`config.mk`:
```
export PLATFORM = sky130hd
export DESIGN_NAME = gf12_bidir_pad_ctrl
export DESIGN_NICKNAME = d
export VERILOG_FILES = /design/src/rtl/gf12_pad_pkg.sv /design/src/rtl/gf12_pad_in_sync.sv /design/src/rtl/gf12_bidir_pad_ctrl.sv
export SDC_FILE = /design/constraint.sdc
export NUM_CORES = 1
export LEC_CHECK = 0
export CORE_ASPECT_RATIO = 2
export CORE_UTILIZATION = 23
export CTS_CLUSTER_DIAMETER = 120
export DETAILED_ROUTE_END_ITERATION = 10
export GPL_ROUTABILITY_DRIVEN = 0
export PLACE_DENSITY = 0.41
export SYNTH_ARGS = -nofsm -noshare
export SYNTH_HDL_FRONTEND = slang
export SYNTH_SLANG_ARGS = --single-unit
```
`constraint.sdc`:
```
create_clock -name clk -period 2.8 [get_ports clk]
set_clock_uncertainty 0.2 [all_clocks]
set_input_delay 0.56 -clock clk [delete_from_list [all_inputs] [get_ports clk]]
set_output_delay 0.56 -clock clk [all_outputs]
set_load 0.01 [all_outputs]
```
`src/rtl/gf12_pad_pkg.sv`:
```
// Shared definitions for the GF12 bidirectional pad group controller:
// link states, pad drive-strength codes and the captured pad config.
package gf12_pad_pkg;

  typedef enum logic [1:0] {
    RX      = 2'd0,
    TURN_TX = 2'd1,
    TX      = 2'd2,
    TURN_RX = 2'd3
  } pad_state_t;

  localparam logic [1:0] DS_2MA = 2'b00;
  localparam logic [1:0] DS_4MA = 2'b01;
  localparam logic [1:0] DS_6MA = 2'b10;
  localparam logic [1:0] DS_8MA = 2'b11;

  typedef struct packed {
    logic [1:0] ds;   // {DS1,DS0}
    logic       sr;
  } pad_cfg_t;

endpackage

```
`src/rtl/gf12_pad_in_sync.sv`:
```
// WIDTH x STAGES synchroniser for asynchronous pad Y, with a valid bit that
// travels alongside the data so the output is flagged only once fully flushed.
module gf12_pad_in_sync #(
  parameter int WIDTH  = 8,
  parameter int STAGES = 2
) (
  input  logic             clk,
  input  logic             rstn,
  input  logic             en,
  input  logic             clr,
  input  logic [WIDTH-1:0] d,
  output logic [WIDTH-1:0] q,
  output logic             vld
);

  logic [STAGES-1:0][WIDTH-1:0] sync_q;
  logic [STAGES-1:0]            vld_pipe;

  always_ff @(posedge clk or negedge rstn) begin
    if (!rstn) begin
      sync_q   <= '0;
      vld_pipe <= '0;
    end else if (clr) begin
      sync_q   <= '0;
      vld_pipe <= '0;
    end else if (en) begin
      sync_q   <= {sync_q[STAGES-2:0], d};
      vld_pipe <= {vld_pipe[STAGES-2:0], 1'b1};
    end
  end

  assign q   = sync_q[STAGES-1];
  assign vld = vld_pipe[STAGES-1];

endmodule

```
`src/rtl/gf12_bidir_pad_ctrl.sv`:
```
// Core-side controller for a half-duplex GF12 pad group: direction FSM with
// guarded dead-cycle turnaround, TX word register, pad config capture, RX sync.
module gf12_bidir_pad_ctrl #(
  parameter int WIDTH       = 8,
  parameter int TURN_CYCLES = 2,
  parameter int SYNC_STAGES = 2
) (
  input  logic             clk,
  input  logic             rstn,
  input  logic             dir_req,
  input  logic             tx_valid,
  input  logic [WIDTH-1:0] tx_data,
  output logic             tx_ready,
  output logic             rx_valid,
  output logic [WIDTH-1:0] rx_data,
  output logic             busy,
  input  logic [1:0]       cfg_ds,
  input  logic             cfg_sr,
  output logic [WIDTH-1:0] pad_a,
  output logic             pad_oe,
  output logic             pad_ie,
  output logic             pad_ds0,
  output logic             pad_ds1,
  output logic             pad_sr,
  input  logic [WIDTH-1:0] pad_y
);
  import gf12_pad_pkg::*;

  localparam int            CW       = $clog2(TURN_CYCLES + 1);
  localparam logic [CW-1:0] CNT_LOAD = CW'(TURN_CYCLES - 1);

  pad_state_t    state;
  logic [CW-1:0] cnt;
  pad_cfg_t      cfg_q;
  logic          sync_en;

  // Sampling only while IE is already high keeps the first synchronised
  // word from ever reflecting a pad that was not yet enabled.
  assign sync_en  = (state == RX) && pad_ie && !dir_req;
  // Dropping dir_req must stall the handshake in the same cycle.
  assign tx_ready = pad_oe & dir_req;
  assign {pad_ds1, pad_ds0} = cfg_q.ds;
  assign pad_sr   = cfg_q.sr;

  always_ff @(posedge clk or negedge rstn) begin
    if (!rstn) begin
      state  <= RX;
      cnt    <= '0;
      pad_oe <= 1'b0;
      pad_ie <= 1'b0;
      busy   <= 1'b0;
      pad_a  <= '0;
      cfg_q  <= '{ds: DS_2MA, sr: 1'b0};
    end else begin
      case (state)
        RX: begin
          if (dir_req) begin
            state  <= TURN_TX;
            pad_ie <= 1'b0;
            busy   <= 1'b1;
            cnt    <= CNT_LOAD;
            cfg_q  <= '{ds: cfg_ds, sr: cfg_sr};
          end else begin
            pad_ie <= 1'b1;
          end
        end
        TURN_TX: begin
          if (cnt != '0) begin
            cnt <= cnt - CW'(1);
          end else if (dir_req) begin
            state  <= TX;
            pad_oe <= 1'b1;
            busy   <= 1'b0;
          end else begin
            // Request withdrawn mid-turn: go straight back without touching OE.
            state <= TURN_RX;
            cnt   <= CNT_LOAD;
            cfg_q <= '{ds: cfg_ds, sr: cfg_sr};
            pad_a <= '0;
          end
        end
        TX: begin
          if (!dir_req) begin
            state  <= TURN_RX;
            pad_oe <= 1'b0;
            busy   <= 1'b1;
            cnt    <= CNT_LOAD;
            cfg_q  <= '{ds: cfg_ds, sr: cfg_sr};
            pad_a  <= '0;
          end else if (tx_valid) begin
            pad_a <= tx_data;
          end
        end
        TURN_RX: begin
          if (cnt != '0) begin
            cnt <= cnt - CW'(1);
          end else begin
            state  <= RX;
            pad_ie <= 1'b1;
            busy   <= 1'b0;
          end
        end
        default: state <= RX;
      endcase
    end
  end

  gf12_pad_in_sync #(
    .WIDTH  (WIDTH),
    .STAGES (SYNC_STAGES)
  ) u_sync (
    .clk  (clk),
    .rstn (rstn),
    .en   (sync_en),
    .clr  (!sync_en),
    .d    (pad_y),
    .q    (rx_data),
    .vld  (rx_valid)
  );

endmodule

```
# [Word-level counts from Yosys, hierarchy flattened]
# Cells that the tools add are included.
[op_classes] n_addsub=1 n_eq_ne=11 muxes=33 bitwise_logic=1 n_reduce_logical=15
[op_table] operator="$mux W8" count=4
[op_table] operator="$mux W16" count=1
[op_table] operator="$mux W2" count=8
[op_table] operator="$pmux W2 S4" count=2
[op_table] operator="$pmux W8 S2" count=1
[op_table] operator="$ne A2 B2 Y1 const B" count=7
[op_table] operator="$reduce_and A4 Y1" count=3
[op_table] operator="$mux W1" count=10
[op_table] operator="$mux W3" count=3
[op_table] operator="$pmux W3 S3" count=1
[op_table] operator="$reduce_bool A2 Y1" count=3
[op_table] operator="$reduce_and A5 Y1" count=1
[op_table] operator="$eq A2 B2 Y1 const B" count=2
[op_table] operator="$pmux W1 S2" count=2
[op_table] operator="$pmux W1 S4" count=1
[op_table] operator="$reduce_and A2 Y1" count=2
[op_table] operator="$ne A3 B3 Y1 const B" count=1
[op_table] operator="$reduce_and A3 Y1" count=1
[op_table] operator="$reduce_bool A3 Y1" count=1
[op_table] operator="$eq A2 B1 Y1 const B" count=1
[op_table] operator="$logic_and A1 B1 Y1" count=2
[op_table] operator="$logic_not A2 Y1" count=1
[op_table] operator="$sub A2 B1 Y2 const B" count=1
[op_table] operator="$and A1 B1 Y1" count=1
[op_table] operator="$logic_not A1 Y1" count=1
[word_totals] ff_bits=36 input_bits=23 out_inout_bits=24 elab_cells=72

# [Logic depth before layout (Yosys ltp)]
[logic_depth] depth_word=4 mapped_depth=7 depth_no_buf=5

# [Hierarchy]
# Synthesis repeated with hierarchy kept, for this count alone.
[hier_totals] cells_unflattened=168 area_unflattened_um2=1851.8
[by_module_without_submodules] module="gf12_bidir_pad_ctrl" instances=1 cells_each=102 area_per_inst_um2=1058.5 seq_area_each_um2=450.4
[by_module_without_submodules] module="gf12_pad_in_sync" instances=1 cells_each=66 area_per_inst_um2=793.3 seq_area_each_um2=450.4

# [Worst setup path after synthesis]
# Ideal clock, no wire load.
[synth_path] kind="flip-flop to flip-flop" from="reg state[0]" to="reg state[1]" setup_ns=0.125 arrival_ns=1.640 required_time_ns=2.475 path_slack_ns=0.835 path_stages_with_launch=7 path_buffers=1 period_less_slack_ns=1.965 cell_sequence="dfrtp_1 -> inv_1 -> ha_1 -> buf_6 -> nor2b_4 -> or3_4 -> mux2_4"
[synth_via] elab_chain_len=3 elab_cells_between_ends=10 classes_between="eq/ne (7); mux (1); reduce/logical (2)"
[synth_lines] element="start, declared" line="gf12_bidir_pad_ctrl.sv:32" source="pad_state_t state;"
[synth_lines] element="start signal, assigned" line="gf12_bidir_pad_ctrl.sv:47" source="state <= RX;"
[synth_lines] element="start signal, assigned" line="gf12_bidir_pad_ctrl.sv:58" source="state <= TURN_TX;"
[synth_lines] element="start signal, assigned" line="gf12_bidir_pad_ctrl.sv:71" source="state <= TX;"
[synth_lines] element="$eq A2 B1 Y1, or another cell as far along" line="gf12_bidir_pad_ctrl.sv:55" source="case (state)"
[synth_lines] element="$ne A2 B2 Y1 (no line)"
[synth_lines] element="$reduce_and A4 Y1 (no line)"
# Parallel ways exist; a longest one is shown, timed or not.
# A chain may end at the register's enable or synchronous reset.

# [Worst setup path in the final report]
[layout_path] from="in dir_req" to="out tx_ready"
[layout_via] elab_chain_len=1
[layout_lines] element="start, declared" line="gf12_bidir_pad_ctrl.sv:10" source="input logic dir_req,"
[layout_lines] element="$and A1 B1 Y1" line="gf12_bidir_pad_ctrl.sv:41" source="assign tx_ready = pad_oe & dir_req;"
[layout_lines] element="end, declared" line="gf12_bidir_pad_ctrl.sv:13" source="output logic tx_ready,"
# Every way passes these cells.

==> impl_summary.md <==
Clock network
The cts-stage hold buffer count is 0. TritonCTS built the clock tree. The tree is rooted in a sky130_fd_sc_hd__clkbuf_16. The largest buffer count on any clock path is 2. The clock transition at the registers of the reported paths is 50 ps.

The number of buffers added for setup after CTS is 0. The total number of clock tree sinks is 36. The number of CTS-inserted buffers is 5. The CTS H-tree depth is 2.

The worst-skew pair later-pin latency is 280 ps. The post-CTS resize count is 0.

STA
The count of final setup violators is 0. The final worst-path cycle share is 87.4%. Measured against its own limit, the worst slew margin works out to 46.4%. The total count of hold-check failures in the final report is 0. The worst-margin pin slew is 804 ps.

The number of pins exceeding their max-slew limit in the final report is 0. The routed design could run at a clock period as short as 2450 ps. The setup total negative slack is 0 ps. The fmax is 0.409 GHz. Setup repair after global routing left no endpoint under its margin.

Worst setup path
STA puts the critical path data arrival time at 1690 ps. By startpoint and endpoint, the worst setup path is classified as in2out. The number of cell instances on the worst register-to-register path is 5. STA classifies the critical path startpoint as a primary input. The data required time at the worst endpoint is 2040 ps.

The kind of capture point of the worst setup path is a primary output. Of all nets on the critical path, the largest fanout is 2.

Yosys
Yosys printed 0 warnings. The proportion of netlist area held by the largest area contributor is 51.6%. By count the netlist is led by sky130_fd_sc_hd__dfrtp_1 (36), sky130_fd_sc_hd__and3_1 (25), sky130_fd_sc_hd__mux2_2 (11), sky130_fd_sc_hd__ha_1 (9), sky130_fd_sc_hd__buf_4 (8). The register area share after synthesis is 51.6%. In this run, synthesis inferred 0 flip-flops with an integrated enable. The most common cell in the synthesized netlist is sky130_fd_sc_hd__dfrtp_1.

In the post-synthesis netlist, the biggest area contributors are sky130_fd_sc_hd__dfrtp_1 (52%), sky130_fd_sc_hd__and3_1 (9.0%), sky130_fd_sc_hd__mux2_2 (7.1%). Counting every instance in the synthesized netlist gives 148. The synthesized design contains 36 register bits. The predominant post-synthesis flop cell is sky130_fd_sc_hd__dfrtp_1. Summing every instance area after synthesis gives 0.00175 mm².

Dividing the synthesized area by the synthesized cell count gives 11.8 µm². The net count after synthesis is 180. The synthesized design spends more area on one cell type than any other, namely sky130_fd_sc_hd__dfrtp_1. The post-synthesis cell type count is 36.

The share of synthesized flip-flops with an asynchronous set or reset is 100%.

Detailed routing
Before antenna repair, the detailed router went through 4 iterations. After detailed routing, the number of vias per cell comes to 4.32. The sum of routed wire length over all layers is 3740 µm. In this run, the number of DRC markers left after iteration 0 of detailed routing was 17. After detailed routing, the average wire length per cell comes to 13.4 µm. After detailed routing, the number of remaining DRC violations is 0. The routed via count is 1209. Once detail routing completed, the nets flagged for antenna violations numbered 0.

Die
The die covers 0.00796 mm². The core region is 0.00732 mm². The initial core utilization is 23.8%. The floorplan step set the die width to 63.6 µm. The die is 125 µm tall. The number of placed I/O pins is 47. After floorplanning, the core was divided into 44 placement rows.

Global routing
The global router's overall resource usage is 10.3%. The first global-routing pass estimated 6160 µm of wire. The largest net degree at the start of global routing is 37. After global routing the overflow that remains totals 0. The via count of the first global-routing pass is 1308. The initial antenna violation count is 0.

Final layout
The antenna diode count is 0. Relative to the synthesized area, the layout overhead comes to 36.8%. Once layout is complete, the utilization of the core stands at 32.6%. The proportion of layout cells with a drive suffix above 1 is 13.8%. The number of filler instances in the final layout is 749.

At the end of the flow, the number of nets in the layout was 219.

Placed design
Detailed placement ended at an HPWL of 2640 µm. The count of input and output buffers is 46.

Run
Max-cap violations in this run came to 0.

Hold path
The tightest min-delay check is of the in2async type.

Pwr
IR analysis of the VDD net gives a maximum drop of 0.436 mV. In this run the power density over the cells is 1040 mW/mm². The analysis attributes to cell leakage a power of 1.15 nW.

Run status
The flow ran to the end, and the final reports show no timing, DRC or antenna violations.
cell usage in the layout (no fill, tap or decap), types with 2 or more instances in the layout:
cell,n
sky130_fd_sc_hd__inv_1,7
sky130_fd_sc_hd__and3_1,25
sky130_fd_sc_hd__a21oi_1,2
sky130_fd_sc_hd__ha_1,9
sky130_fd_sc_hd__dfrtp_1,36
sky130_fd_sc_hd__o21ai_0,6
sky130_fd_sc_hd__buf_4,2
sky130_fd_sc_hd__nand2_1,2
sky130_fd_sc_hd__clkbuf_16,5
sky130_fd_sc_hd__nor2b_1,3
sky130_fd_sc_hd__nor2_1,2
sky130_fd_sc_hd__mux2i_1,2
sky130_fd_sc_hd__and3b_1,2
sky130_fd_sc_hd__nand2b_1,2
sky130_fd_sc_hd__and2_1,3
sky130_fd_sc_hd__nand3_1,2
sky130_fd_sc_hd__mux2_2,11
sky130_fd_sc_hd__clkdlybuf4s50_1,45
sky130_fd_sc_hd__o32ai_1,2
final cells by class:
cell class / count / area (µm²) / share of cell area (%)
tap: 92 / 115 / 4.82
sequential: 36 / 901 / 37.7
inverter: 7 / 26.3 / 1.10
multi-input combinational: 89 / 712 / 29.8
clock buffer: 6 / 129 / 5.40
timing repair buffer: 48 / 470 / 19.7
clock inverter: 2 / 35.0 / 1.47
worst paths after layout:
kind                                    end  slack (ps)              from
hold reg to reg                 u_sync.q[7]         270  u_sync.sync_q[7]
hold / removal                     pad_a[4]         170              rstn
max in group asynchronous  u_sync.sync_q[4]        1720              rstn
setup / recovery                   tx_ready         350           dir_req
setup reg to reg                   pad_a[1]         520          state[0]
min in group clk                u_sync.q[7]         270  u_sync.sync_q[7]
power by group:
part	switching, mW	total (mW)	internal, mW	leakage, nW
sequential	0.0957	0.766	0.670	0.479
clock	0.197	0.615	0.418	0.0808
combinational	0.511	1.10	0.585	0.592
total	0.804	2.48	1.67	1.15
metrics by stage:
step / total power, mW / hold slack [ps] / instances / setup WS [ps] / cell area, µm²
CTS: 2.53 / 200 / 280 / 347 / 2390
global route: 2.66 / 230 / 280 / 313 / 2390
global placement: 1.85 / 263 / 272 / 352 / 2220
floorplan: 1.48 / 64.4 / 148 / 835 / 1750
finish: 2.48 / 175 / 280 / 352 / 2390
detailed placement: 1.89 / 256 / 272 / 341 / 2220
logic make-up after synthesis:
logic type | Yosys count | share of synthesized area, %
AOI/OAI and AO/OA | 19 | 7.89
adders and majority gates | 9 | 6.45
buffers and inverters | 23 | 7.60
DFF | 36 | 51.6
muxes | 14 | 9.10
and+or+nand+nor | 47 | 17.3
metal layers:
| metal | global-route usage, % | share of wire [%] | vias to the layer above |
|---|---|---|---|
| met1 | 9.94 | 38 | 578 |
| met5 | 0 | 0 | - |
| met4 | 6.55 | 3.4 | 0 |
| met3 | 3.28 | 4.9 | 7 |
| met2 | 18.3 | 54 | 40 |
| li1 | - | - | 584 |
critical path, stage by stage:
cell	delay, ps
sky130_fd_sc_hd__clkdlybuf4s50_1	470
sky130_fd_sc_hd__and2_1	120
sky130_fd_sc_hd__clkdlybuf4s50_1	530
state kept, by name, summed over array words and instances, names as in the netlist:
signal / cells
u_sync.q: 8
pad_ds0: 1
cnt: 2
pad_oe: 1
pad_a: 8
u_sync.sync_q: 8
busy: 1
pad_ie: 1
pad_sr: 1
state: 2
u_sync.vld_pipe: 2
pad_ds1: 1
Power figures use the tool's default switching activity.
